--- src/rtl/msg_mod_pkg.sv ---
// rtl/msg_mod_pkg.sv - state encoding and sizing helpers for the frame serializer
// MSG_PARITY_EN selects whether frames carry a trailing even-parity bit.
package msg_mod_pkg;

    typedef enum logic [1:0] {
        S_IDLE = 2'd0,
        S_SEND = 2'd1,
        S_GAP  = 2'd2
    } state_t;

`ifdef MSG_PARITY_EN
    localparam bit PAR_EN = 1'b1;
`else
    localparam bit PAR_EN = 1'b0;
`endif

    function automatic int clog2(input int value);
        int result;
        result = 0;
        while ((1 << result) < value) result++;
        return result;
    endfunction

    function automatic int frame_w(input int hdr_w, input int msg_w, input bit par);
        return hdr_w + msg_w + (par ? 1 : 0);
    endfunction

endpackage

--- src/rtl/mod_counter.sv ---
// rtl/mod_counter.sv - modulo-MOD up counter with enable, sync clear and carry-out
module mod_counter
    import msg_mod_pkg::*;
#(
    parameter int MOD = 4,
    parameter int CW  = (clog2(MOD) < 1) ? 1 : clog2(MOD)
) (
    input  logic          clk,
    input  logic          rst_n,
    input  logic          en,
    input  logic          clr,
    output logic [CW-1:0] count,
    output logic          carry
);

    localparam logic [CW-1:0] LAST = CW'(MOD - 1);

    // Clear wins, so a clearing cycle never reports a terminal count.
    assign carry = en & ~clr & (count == LAST);

    always_ff @(posedge clk or negedge rst_n) begin
        if (!rst_n) begin
            count <= '0;
        end else if (clr || carry) begin
            count <= '0;
        end else if (en) begin
            count <= count + CW'(1);
        end
    end

endmodule

--- src/rtl/msg_frame_serializer.sv ---
// rtl/msg_frame_serializer.sv - streams {HDR, msg} MSB-first, SAMPLES_PER_BIT clocks per bit
// MSG_PARITY_EN appends an even-parity bit after the payload.
module msg_frame_serializer
    import msg_mod_pkg::*;
#(
    parameter int                MSG_W           = 5,
    parameter int                HDR_W           = 4,
    parameter logic [HDR_W-1:0]  HDR             = 4'b0101,
    parameter int                SAMPLES_PER_BIT = 1024,
    parameter int                GAP_CYC         = 0,
    localparam int               FRAME_W         = frame_w(HDR_W, MSG_W, PAR_EN),
    localparam int               IDX_W           = clog2(FRAME_W + 1)
) (
    input  logic             clk,
    input  logic             rst_n,
    input  logic             send,
    input  logic [MSG_W-1:0] msg,
    input  logic             abort,
    output logic             ready,
    output logic             msg_bit,
    output logic             valid,
    output logic             bit_strobe,
    output logic [IDX_W-1:0] bit_idx,
    output logic             frame_done
);

    localparam int SCNT_W = (clog2(SAMPLES_PER_BIT) < 1) ? 1 : clog2(SAMPLES_PER_BIT);
    localparam int BCNT_W = (clog2(FRAME_W) < 1) ? 1 : clog2(FRAME_W);

    state_t             state;
    state_t             state_nxt;
    logic [FRAME_W-1:0] shreg;
    logic [FRAME_W-1:0] frame_load;
    logic [SCNT_W-1:0]  samp_cnt;
    logic               samp_carry;
    logic [BCNT_W-1:0]  bit_cnt;
    logic               bit_carry;
    logic               gap_carry;
    logic               load;
    logic               cnt_clr;
    logic               last_sample;

`ifdef MSG_PARITY_EN
    assign frame_load = {HDR, msg, ^msg};
`else
    assign frame_load = {HDR, msg};
`endif

    always_comb begin
        state_nxt   = state;
        load        = 1'b0;
        cnt_clr     = 1'b0;
        last_sample = 1'b0;
        ready       = 1'b0;
        valid       = 1'b0;
        unique case (state)
            S_IDLE: begin
                ready = 1'b1;
                if (send) begin
                    load      = 1'b1;
                    cnt_clr   = 1'b1;
                    state_nxt = S_SEND;
                end
            end
            S_SEND: begin
                valid = 1'b1;
                if (abort) begin
                    cnt_clr   = 1'b1;
                    state_nxt = S_IDLE;
                end else if (bit_carry) begin
                    last_sample = 1'b1;
                    state_nxt   = (GAP_CYC > 0) ? S_GAP : S_IDLE;
                end
            end
            S_GAP: begin
                if (abort) begin
                    cnt_clr   = 1'b1;
                    state_nxt = S_IDLE;
                end else if (gap_carry) begin
                    state_nxt = S_IDLE;
                end
            end
            default: state_nxt = S_IDLE;
        endcase
    end

    always_ff @(posedge clk or negedge rst_n) begin
        if (!rst_n) begin
            state      <= S_IDLE;
            shreg      <= '0;
            frame_done <= 1'b0;
        end else begin
            state      <= state_nxt;
            frame_done <= last_sample;
            if (load) begin
                shreg <= frame_load;
            end else if (cnt_clr) begin
                shreg <= '0;
            end else if (samp_carry) begin
                shreg <= {shreg[FRAME_W-2:0], 1'b0};
            end
        end
    end

    mod_counter #(.MOD(SAMPLES_PER_BIT), .CW(SCNT_W)) u_samp_cnt (
        .clk   (clk),
        .rst_n (rst_n),
        .en    (state == S_SEND),
        .clr   (cnt_clr),
        .count (samp_cnt),
        .carry (samp_carry)
    );

    // Advances once per bit; its carry marks the final sample of the frame.
    mod_counter #(.MOD(FRAME_W), .CW(BCNT_W)) u_bit_cnt (
        .clk   (clk),
        .rst_n (rst_n),
        .en    (samp_carry),
        .clr   (cnt_clr),
        .count (bit_cnt),
        .carry (bit_carry)
    );

    generate
        if (GAP_CYC > 0) begin : g_gap
            localparam int GCNT_W = (clog2(GAP_CYC) < 1) ? 1 : clog2(GAP_CYC);
            logic [GCNT_W-1:0] gap_cnt_unused;

            mod_counter #(.MOD(GAP_CYC), .CW(GCNT_W)) u_gap_cnt (
                .clk   (clk),
                .rst_n (rst_n),
                .en    (state == S_GAP),
                .clr   (cnt_clr),
                .count (gap_cnt_unused),
                .carry (gap_carry)
            );
        end else begin : g_no_gap
            assign gap_carry = 1'b0;
        end
    endgenerate

    assign msg_bit    = valid & shreg[FRAME_W-1];
    assign bit_strobe = (state == S_SEND) && (samp_cnt == '0);
    assign bit_idx    = IDX_W'(bit_cnt);

endmodule

--- config.mk ---
export PLATFORM = sky130hd
export DESIGN_NAME = msg_frame_serializer
export DESIGN_NICKNAME = d
export VERILOG_FILES = /design/src/rtl/msg_mod_pkg.sv /design/src/rtl/mod_counter.sv /design/src/rtl/msg_frame_serializer.sv
export SDC_FILE = /design/constraint.sdc
export NUM_CORES = 1
export LEC_CHECK = 0
export BUFFER_PORTS_ARGS = -buffer_cell sky130_fd_sc_hd__buf_2
export CAP_MARGIN = 20
export CORE_MARGIN = 5
export CORE_UTILIZATION = 60
export CTS_CLUSTER_DIAMETER = 100
export CTS_CLUSTER_SIZE = 24
export DETAILED_ROUTE_END_ITERATION = 8
export PLACE_DENSITY_LB_ADDON = 0.05
export SYNTH_ARGS = -nofsm -noshare
export SYNTH_HDL_FRONTEND = slang
export SYNTH_SLANG_ARGS = --single-unit
--- constraint.sdc ---
create_clock -name clk -period 3.72 [get_ports clk]
set_clock_uncertainty 0.1 [all_clocks]
set_input_delay 0.744 -clock clk [delete_from_list [all_inputs] [get_ports clk]]
set_output_delay 0.744 -clock clk [all_outputs]
set_load 0.1 [all_outputs]
==> impl_results.md, run 1 <==
* Status: completed
* Tcrit/Tclk final at 0.741
* Mapped Cells at 139
* Most frequent cells in the layout: 25 x dfrtp_1, 17 x nor2_1, 17 x buf_2, 13 x a21oi_1, 12 x nand2_1
* Max Cap Viol at 0
* Fmax at about 360 MHz
* WP data arrival at 1.91 ns
* Mapped Area at around 0.0014 mm²
* Fillcell total at 179
* Part of the Yosys area used for sequential elements at 0.459
* Seq. cell area at roughly 630 µm²
* Footprint of the multi-input gates at 661 µm²
* R2r setup slk at roughly 1.9 ns
* Yosys warnings at 0
* DP Worst Slack at around 1.3 ns
* Clk slew on worst S/H paths at between 0.1 and 0.15 ns
* Synth cell types at 36
* CTS buffer count at 3
* Syn Nets at approximately 150
* H-tree depth at 1
* Final setup fails at 0
* Relative slew slack at 0.466
* Crit path kind: reg -> out
* Pwr/cell area at approximately 380 mW/mm²
* Pre-Repair DR Iteration Count at 4
* CTS tree: built
* Vias in the first global route at 1065
* Antenna-violating nets left at 0
* Setup crit start: state[0]
* RSZ-0062 raised after global routing: no
* Vias per cell at 5.60
* DR vias at between 1000 and 1500
* Final hold vios at 0
* Total power draw at 566 µW
* FF-to-FF path depth at 3
* Row count at 17
* Gr ovfl total at 0
* # port buffers at 17
* Initial antenna violation count at 0
* Final HPWL DP at ~1900 µm
* Die Height at a little under 60 µm
* CP Capture Type: primary output
* Reg2reg start: u_samp_cnt.count[6]
* Clk_lat worst skew at approximately 0.32 ns
* # clock sinks at 25
* Critical Path RT at between 2 and 3 ns
* Synth top area share at 0.459
* ANT cells at 0
* P_leak at 0.000651 µW
* Slew @ Worst Pin at roughly 0.80 ns
* Mean Syn Cell Area at 9.81 µm²
* Core area at 0.00219 mm²
* Die area at around 0.0033 mm²
* Initial DRC count at 19
* Share of synthesized flip-flops with an asynchronous set or reset at 1.00
* Pin count of the biggest net entering global routing at 26
* Top cells by area, synth: dfrtp_1 46%, a21oi_1 4.8%, nor2_1 4.7%
* Layout net count at around 170
* Setup TNS at 0 ns
* IR drop worst, VDD at 0.262 mV
* Commonest non-fill, non-tap cell in the layout: dfrtp_1
* Final Slew Violations at 0
* Most used flip-flop cell after synthesis: dfrtp_1
* Wire per inst at between 10 and 15 µm
* Routability cong. at 0.843
* Critical R2R Capture: u_bit_cnt.count[1]
* Num ports at 18
* Post-cts resize count at 0
* Hold-fix buffers at CTS at 0
* GRT Overall Usage at 0.178
* Number of setup buffers added after CTS at 0
* Remaining routing DRC violations at 0
* Root buf cell: clkbuf_4
* Flops & latches, synth at 25
* Starting density of the core at 0.623
* Hold WC Path Type: in -> async
* First-pass GRT wire length at approximately 4700 µm
* Routed WL at about 2500 µm
* Post-synth EDFFs at 0
* Worst setup endpoint: bit_strobe
* Die X-Extent at between 50 and 60 µm
* Fin worst setup slack at roughly 0.96 ns
* Layout cells sized above 1 at 0.213
* Fin crit period at roughly 2.8 ns
* Synth area leader: dfrtp_1
* Crit Path Max Fanout at 10
* Clk buf depth at 2
* Setup crit start kind: flop
* Area growth, synth to finish at 8.35%
==> kinds of logic (layout without fill, tap and decap cells) <==
| group | after synthesis | after routing | synth area share |
|---|---|---|---|
| AND/OR/NAND/NOR | 55 | 55 | 0.248 |
| AO/OA/AOI/OAI | 32 | 32 | 0.147 |
| multiplexers | 2 | 2 | 0.0147 |
| buffers and inverters | 15 | 31 | 0.0569 |
| XOR/XNOR | 6 | 6 | 0.0385 |
| flip-flops | 25 | 25 | 0.459 |
| adder cells (fa/ha/maj) | 4 | 4 | 0.0367 |
==> worst min path at each step <==
| stage | startpoint | endpoint | cells past startpoint |
|---|---|---|---|
| 4_1_cts | rst_n | frame_done | 1 |
| 2_1_floorplan | rst_n | frame_done | 0 |
| 3_5_place_dp | shreg[6] | shreg[6] | 2 |
| 6_report | rst_n | shreg[4] | 1 |
| 5_1_grt | rst_n | shreg[8] | 1 |
| 3_3_place_gp | shreg[6] | shreg[6] | 2 |
==> flip-flops by register name, summed over array words and instances, names as in the netlist <==
name / cells
u_bit_cnt.count: 4
state: 1
shreg: 9
frame_done: 1
u_samp_cnt.count: 10
==> power by group <==
| part | total [µW] | internal [µW] | switching, µW |
|---|---|---|---|
| Combinational | 129 | 36.7 | 92.7 |
| Sequential | 314 | 295 | 19.5 |
| Clock | 122 | 41.0 | 80.8 |
==> area by class of cell <==
type | count | area share
flip-flops and latches | 25 | 0.423
clock buffers | 3 | 0.0152
inverters | 9 | 0.0229
multi-input cells | 99 | 0.447
well taps | 28 | 0.0237
repair buffers | 18 | 0.0627
clock inverters | 1 | 0.00508
==> worst max-delay path, stage by stage, from the launching register on <==
cell	delay (ns)
dfrtp_1	0.57
inv_1	0.13
nor4_1	0.27
and4b_1	0.21
buf_2	0.42
==> layer usage <==
layer  track usage  up-vias  share of wire
li1              -      516              -
met4        0.0596        0          0.014
met5             0        -              0
met3        0.0223        4          0.030
met1         0.226      490           0.46
met2         0.313       14           0.50
==> cell usage after synthesis, types with 3 or more instances <==
library cell,number
xnor2_1,5
inv_1,9
ha_1,4
o21ai_0,9
a22oi_1,4
nor3_1,4
nor4_1,3
nor2_1,17
nand2_1,12
dfrtp_1,25
a21oi_1,13
==> metrics by stage <==
step | cell area [µm²] | instances | utilization | hold slack, ns
after floorplan | 1360 | 139 | - | 0.348
after detailed placement | 1450 | 179 | 0.661 | 0.422
after CTS | 1480 | 183 | 0.674 | 0.295
final | 1480 | 183 | 0.674 | 0.286
after global routing | 1480 | 183 | 0.674 | 0.311
after global placement | 1450 | 179 | 0.661 | 0.411
(Power assumes the default switching activity.)
==> run 2, diff against run 1 <==
--- a/config.mk
+++ b/config.mk
@@ -5,10 +5,11 @@
 export SDC_FILE = /design/constraint.sdc
 export NUM_CORES = 1
 export LEC_CHECK = 0
+export ABC_AREA = 1
 export BUFFER_PORTS_ARGS = -buffer_cell sky130_fd_sc_hd__buf_2
 export CAP_MARGIN = 20
 export CORE_MARGIN = 5
-export CORE_UTILIZATION = 60
+export CORE_UTILIZATION = 51
 export CTS_CLUSTER_DIAMETER = 100
 export CTS_CLUSTER_SIZE = 24
 export DETAILED_ROUTE_END_ITERATION = 8
==> constraint.sdc (replaced) <==
create_clock -name clk -period 2.3 [get_ports clk]
set_clock_uncertainty 0.1 [all_clocks]
set_input_delay 0.46 -clock clk [delete_from_list [all_inputs] [get_ports clk]]
set_output_delay 0.46 -clock clk [all_outputs]
set_load 0.1 [all_outputs]
==> impl_results.md, run 2 <==
* Setup TNS at 0 ns
* P_leak at about 0.0009 µW
* Largest regs: u_samp_cnt.count (10), shreg (9), u_bit_cnt.count (4)
* Antenna-violating nets left at 0
* Routed WL at between 2000 and 3000 µm
* # clock sinks at 25
* Post-cts resize count at 0
* Dpl cells at about 230
* Most used flip-flop cell after synthesis: dfrtp_1
* Remaining routing DRC violations at 0
* Initial antenna violation count at 0
* Commonest cells post-synth: 70 x nand2_1, 25 x dfrtp_1, 20 x inv_1
* Clk slew on worst S/H paths at 0.13 ns
* ANT cells at 0
* CTS buffer count at 3
* Die X-Extent at 62.0 µm
* Max Cap Viol at 0
* Mapped Cells at 181
* FF-to-FF path depth at 9
* Largest register FFs at 10
* GRT Overall Usage at 0.176
* Final core utilization at 0.621
* NetSw at roughly 350 µW
* Yosys warnings at 0
* Flops & latches, synth at 25
* Seq pwr share at 0.517
* Number of setup buffers added after CTS at 0
* Fmax at approximately 460 MHz
* Root buf cell: clkbuf_4
* Share of synthesized flip-flops with an asynchronous set or reset at 1.00
* Syn Nets at around 190
* Routability cong. at around 0.83
* CP Capture Type: primary output
* Wire per inst at 12.5 µm
* Hold WC Path Type: in -> async
* Die Height at 62.0 µm
* Initial DRC count at 54
* Final Slew Violations at 0
* Setup crit start kind: flop
* Clock power share at 0.198
* Tcrit/Tclk final at 0.955
* Clk buf depth at 2
* First-pass GRT wire length at ~5000 µm
* Synth cell types at 20
* Final hold vios at 0
* Part of the Yosys area used for sequential elements at 0.453
* Pwr/cell area at ~630 mW/mm²
* Vias per cell at ~5
* Top cells by area, synth: dfrtp_1 45%, nand2_1 19%, inv_1 5.4%
* Num ports at 18
* Vias in the first global route at about 1200
* Int Pwr at roughly 630 µW
* Top reg by flops: u_samp_cnt.count
* DP Worst Slack at between 0.4 and 0.5 ns
* Sw Share at 0.355
* WP data arrival at between 1.5 and 2 ns
* DR vias at 1181
* Gate power share at 0.285
* CTS tree: built
* Clk_lat worst skew at between 0.3 and 0.4 ns
* Post-synth EDFFs at 0
* Die area at around 0.0038 mm²
* Hold-fix buffers at CTS at 0
* Most frequent cells in the layout: 70 x nand2_1, 24 x dfrtp_1, 20 x inv_1, 17 x nor2_1, 16 x buf_2
* Layout cells sized above 1 at 0.184
* Area growth, synth to finish at 13.5%
* Commonest non-fill, non-tap cell in the layout: nand2_1
* H-tree depth at 1
* Mean Syn Cell Area at between 7 and 8 µm²
* Synth area leader: dfrtp_1
* Gr ovfl total at 0
* Critical Path RT at 1.74 ns
* IR drop worst, VDD at roughly 0.38 mV
* Fin crit period at about 2.2 ns
* Top-count cell post-synth: nand2_1
* Crit Path Max Fanout at 4
* Pre-Repair DR Iteration Count at 4
* Status: completed
* Row count at 18
* Crit path kind: reg -> out
* Fin worst setup slack at roughly 0.10 ns
* Final setup fails at 0
* Non-Filler Instances at ~230
* Starting density of the core at 0.547
* Core area at roughly 0.0025 mm²
* RSZ-0062 raised after global routing: no
* Final hold slack at between 0.015 and 0.02 ns
* Mapped Area at roughly 0.0014 mm²
* Synth top area share at 0.453
* Layout net count at roughly 220
* Final HPWL DP at about 2200 µm
* Slew @ Worst Pin at around 0.56 ns
* Pin count of the biggest net entering global routing at 26
* Relative slew slack at 0.626
* # port buffers at 17
run 2: per-stage QoR:
step | instance area, µm² | total power (µW)
final | 1570 | 980
after global routing | 1570 | 1040
after CTS | 1550 | 978
after detailed placement | 1530 | 784
after global placement | 1530 | 776
after floorplan | 1410 | 717
run 2: area by class of cell:
class / count / area [µm²]
well taps: 30 / 37.5
flip-flops and latches: 25 / 629
inverters: 22 / 90.1
clock buffers: 4 / 26.3
multi-input cells: 131 / 668
fillers: 243 / 956
repair buffers: 19 / 115
run 2: power by group through the flow:
stage,clock network (µW),registers [µW],logic (µW)
after global placement,0,513,263
after detailed placement,0,516,268
after global routing,221,512,309
after CTS,202,507,269
after floorplan,0,529,188
final,194,507,280
run 2: critical path: stages (launching register included):
cell,delay [ns]
dfrtp_1,0.44
inv_1,0.07
ha_1,0.15
nand3_2,0.09
nor4_4,0.35
buf_12,0.22
run 2: worst paths after layout:
kind | end | start | slack [ns]
setup / recovery | bit_strobe | u_samp_cnt.count[0] | 0.10
hold / removal | u_samp_cnt.count[4] | rst_n | 0.02
setup reg to reg | u_samp_cnt.count[6] | u_samp_cnt.count[0] | 0.50
hold reg to reg | shreg[8] | shreg[8] | 0.39
max in group asynchronous | state[0] | rst_n | 1.66
min in group clk | shreg[0] | msg[0] | 0.25
run 2: kinds of logic after synthesis:
group                    synth area share
AND/OR/NAND/NOR                     0.387
flip-flops                          0.453
buffers and inverters              0.0771
AO/OA/AOI/OAI                      0.0145
XOR/XNOR                           0.0317
adder cells (fa/ha/maj)            0.0363
run 2: routing by layer:
| layer | vias up | share of wire | track usage |
|---|---|---|---|
| met5 | - | 0 | 0 |
| met4 | 0 | 0.0066 | 0.0697 |
| met2 | 21 | 0.50 | 0.287 |
| met1 | 556 | 0.45 | 0.236 |
| met3 | 2 | 0.038 | 0.0227 |
| li1 | 602 | - | - |
==> run 3, diff against run 2 <==
--- a/config.mk
+++ b/config.mk
@@ -9,7 +9,7 @@
 export BUFFER_PORTS_ARGS = -buffer_cell sky130_fd_sc_hd__buf_2
 export CAP_MARGIN = 20
 export CORE_MARGIN = 5
-export CORE_UTILIZATION = 51
+export CORE_UTILIZATION = 56
 export CTS_CLUSTER_DIAMETER = 100
 export CTS_CLUSTER_SIZE = 24
 export DETAILED_ROUTE_END_ITERATION = 8
==> constraint.sdc (replaced) <==
create_clock -name clk -period 2.35 [get_ports clk]
set_clock_uncertainty 0.1 [all_clocks]
set_input_delay 0.47 -clock clk [delete_from_list [all_inputs] [get_ports clk]]
set_output_delay 0.47 -clock clk [all_outputs]
set_load 0.1 [all_outputs]
==> impl_results.md, run 3 (synthesis results as in run 2) <==
* Tcrit/Tclk final at 0.942
* Largest register FFs at 10
* Met2 Track Usage GR at 0.302
* Fin area at roughly 0.0015 mm²
* CTS buffer count at 3
* Final hold vios at 0
* Number of setup buffers added after CTS at 0
* Max Cap Viol at 0
* Post-cts resize count at 1
* Pre-Repair DR Iteration Count at 4
* Row count at 18
* Fin worst setup slack at 0.136 ns
* # port buffers at 17
* ANT cells at 0
* CTS tree: built
* Status: completed
* Top reg by flops: u_samp_cnt.count
* Top cell family by delay on the critical path: flip-flops
* Critical Path RT at 1.78 ns
* WP data arrival at about 1.6 ns
* IR drop worst, VDD at around 0.44 mV
* Layout net count at roughly 210
* Clk buf depth at 2
* Antenna-violating nets left at 0
* Cell at the slowest stage of the critical path: dfrtp_1
* Initial antenna violation count at 0
* Crit Path Max Fanout at 5
* Crit path kind: reg -> out
* Non-Filler Instances at around 230
* First-pass GRT wire length at around 4900 µm
* Slew @ Worst Pin at between 0.5 and 0.6 ns
* Crit-path max cell delay at about 0.44 ns
* Vias per cell at approximately 5
* GRT Overall Usage at 0.181
* # clock sinks at 25
* Final HPWL DP at around 2100 µm
* Cell Area, Placed at about 0.0015 mm²
* Final setup fails at 0
* DR vias at 1172
* Fin crit period at ~2.2 ns
* Starting density of the core at 0.573
* CP Capture Type: primary output
* Area growth, synth to finish at 11.9%
* Initial DRC count at 73
* Die Height at a little under 60 µm
* Met3 Usage GRT at 0.0218
* Vias in the first global route at around 1100
* Hold-fix buffers at CTS at 0
* Clk slew on worst S/H paths at 0.14 ns
* Wire per inst at ~12 µm
* Setup crit start kind: flop
* Most frequent cells in the layout: 70 x nand2_1, 24 x dfrtp_1, 20 x inv_1, 17 x nor2_1, 16 x buf_2
* Largest regs: u_samp_cnt.count (10), shreg (9), u_bit_cnt.count (4)
* Die X-Extent at just under 60 µm
* Clk_lat worst skew at 0.32 ns
* Gr ovfl total at 0
* Num ports at 18
* Relative slew slack at 0.623
* Core area at ~0.0024 mm²
* Die area at 0.00356 mm²
* DP Worst Slack at approximately 0.33 ns
* Root buf cell: clkbuf_4
* GRT met1 Usage at 0.224
* Hold WC Path Type: in -> async
* H-tree depth at 1
* Fmax at 452 MHz
* Crit path buf inv count at 2
* Routability cong. at slightly below 0.9
* Commonest non-fill, non-tap cell in the layout: nand2_1
* Final Slew Violations at 0
* Pwr/cell area at 610 mW/mm²
* Dpl cells at 225
* Layout cells sized above 1 at 0.181
* Pin count of the biggest net entering global routing at 26
* Remaining routing DRC violations at 0
* Critical-path cell list: inv_1 > ha_1 > nand3_2 > nor4_4 > buf_6
* Gr busiest metal: met2
* RSZ-0062 raised after global routing: no
* Routed WL at 2850 µm
* P_leak at about 0.00088 µW
## run 3: changes by cell type in the layout (fill, tap and decap cells not counted), sizes merged
cell	delta
clkbuf	-1
buf	-2
clkinv	+1
## run 3: routing by layer
layer | vias up | wire length, µm
met5 | - | 0
met4 | 0 | 68
met3 | 10 | 100
met2 | 32 | 1400
met1 | 535 | 1280
li1 | 595 | -
## run 3: final timing paths
kind / slack [ns] / endpoint / from / cells past startpoint
worst max-delay path: 0.14 / bit_strobe / u_samp_cnt.count[0] / 5
worst min-delay path: 0.01 / u_samp_cnt.count[5] / rst_n / 1
worst max register to register: 0.54 / shreg[5] / state[0] / 6
worst min register to register: 0.39 / shreg[8] / shreg[8] / 2
max in group asynchronous: 1.71 / state[0] / rst_n / 1
min in group clk: 0.24 / shreg[0] / msg[0] / 3
## run 3: cell type report
class / count / area (µm²)
Clock buffer: 3 / 22.5
Clock inverter: 1 / 5.00
Fill cell: 226 / 866
Inverter: 22 / 90.1
Multi-Input combinational cell: 131 / 668
Sequential cell: 25 / 629
Tap cell: 30 / 37.5
Timing Repair Buffer: 17 / 91.3
## run 3: report_power, final
| part | internal (µW) | leakage (µW) | switching [µW] |
|---|---|---|---|
| Clock | 63.9 | 0.0000177 | 133 |
| Combinational | 67.7 | 0.000528 | 182 |
| Sequential | 467 | 0.000338 | 28.9 |
## run 3: stage by stage
step	TNS [ns]	hold slack, ns	utilization	total power, µW
4_1_cts	0	0.0298	0.639	946
5_1_grt	0	0.0505	0.641	994
3_5_place_dp	0	0.358	0.627	750
2_1_floorplan	-0.0242	0.0744	-	702
3_3_place_gp	0	0.357	0.627	742
6_report	0	0.0120	0.641	943
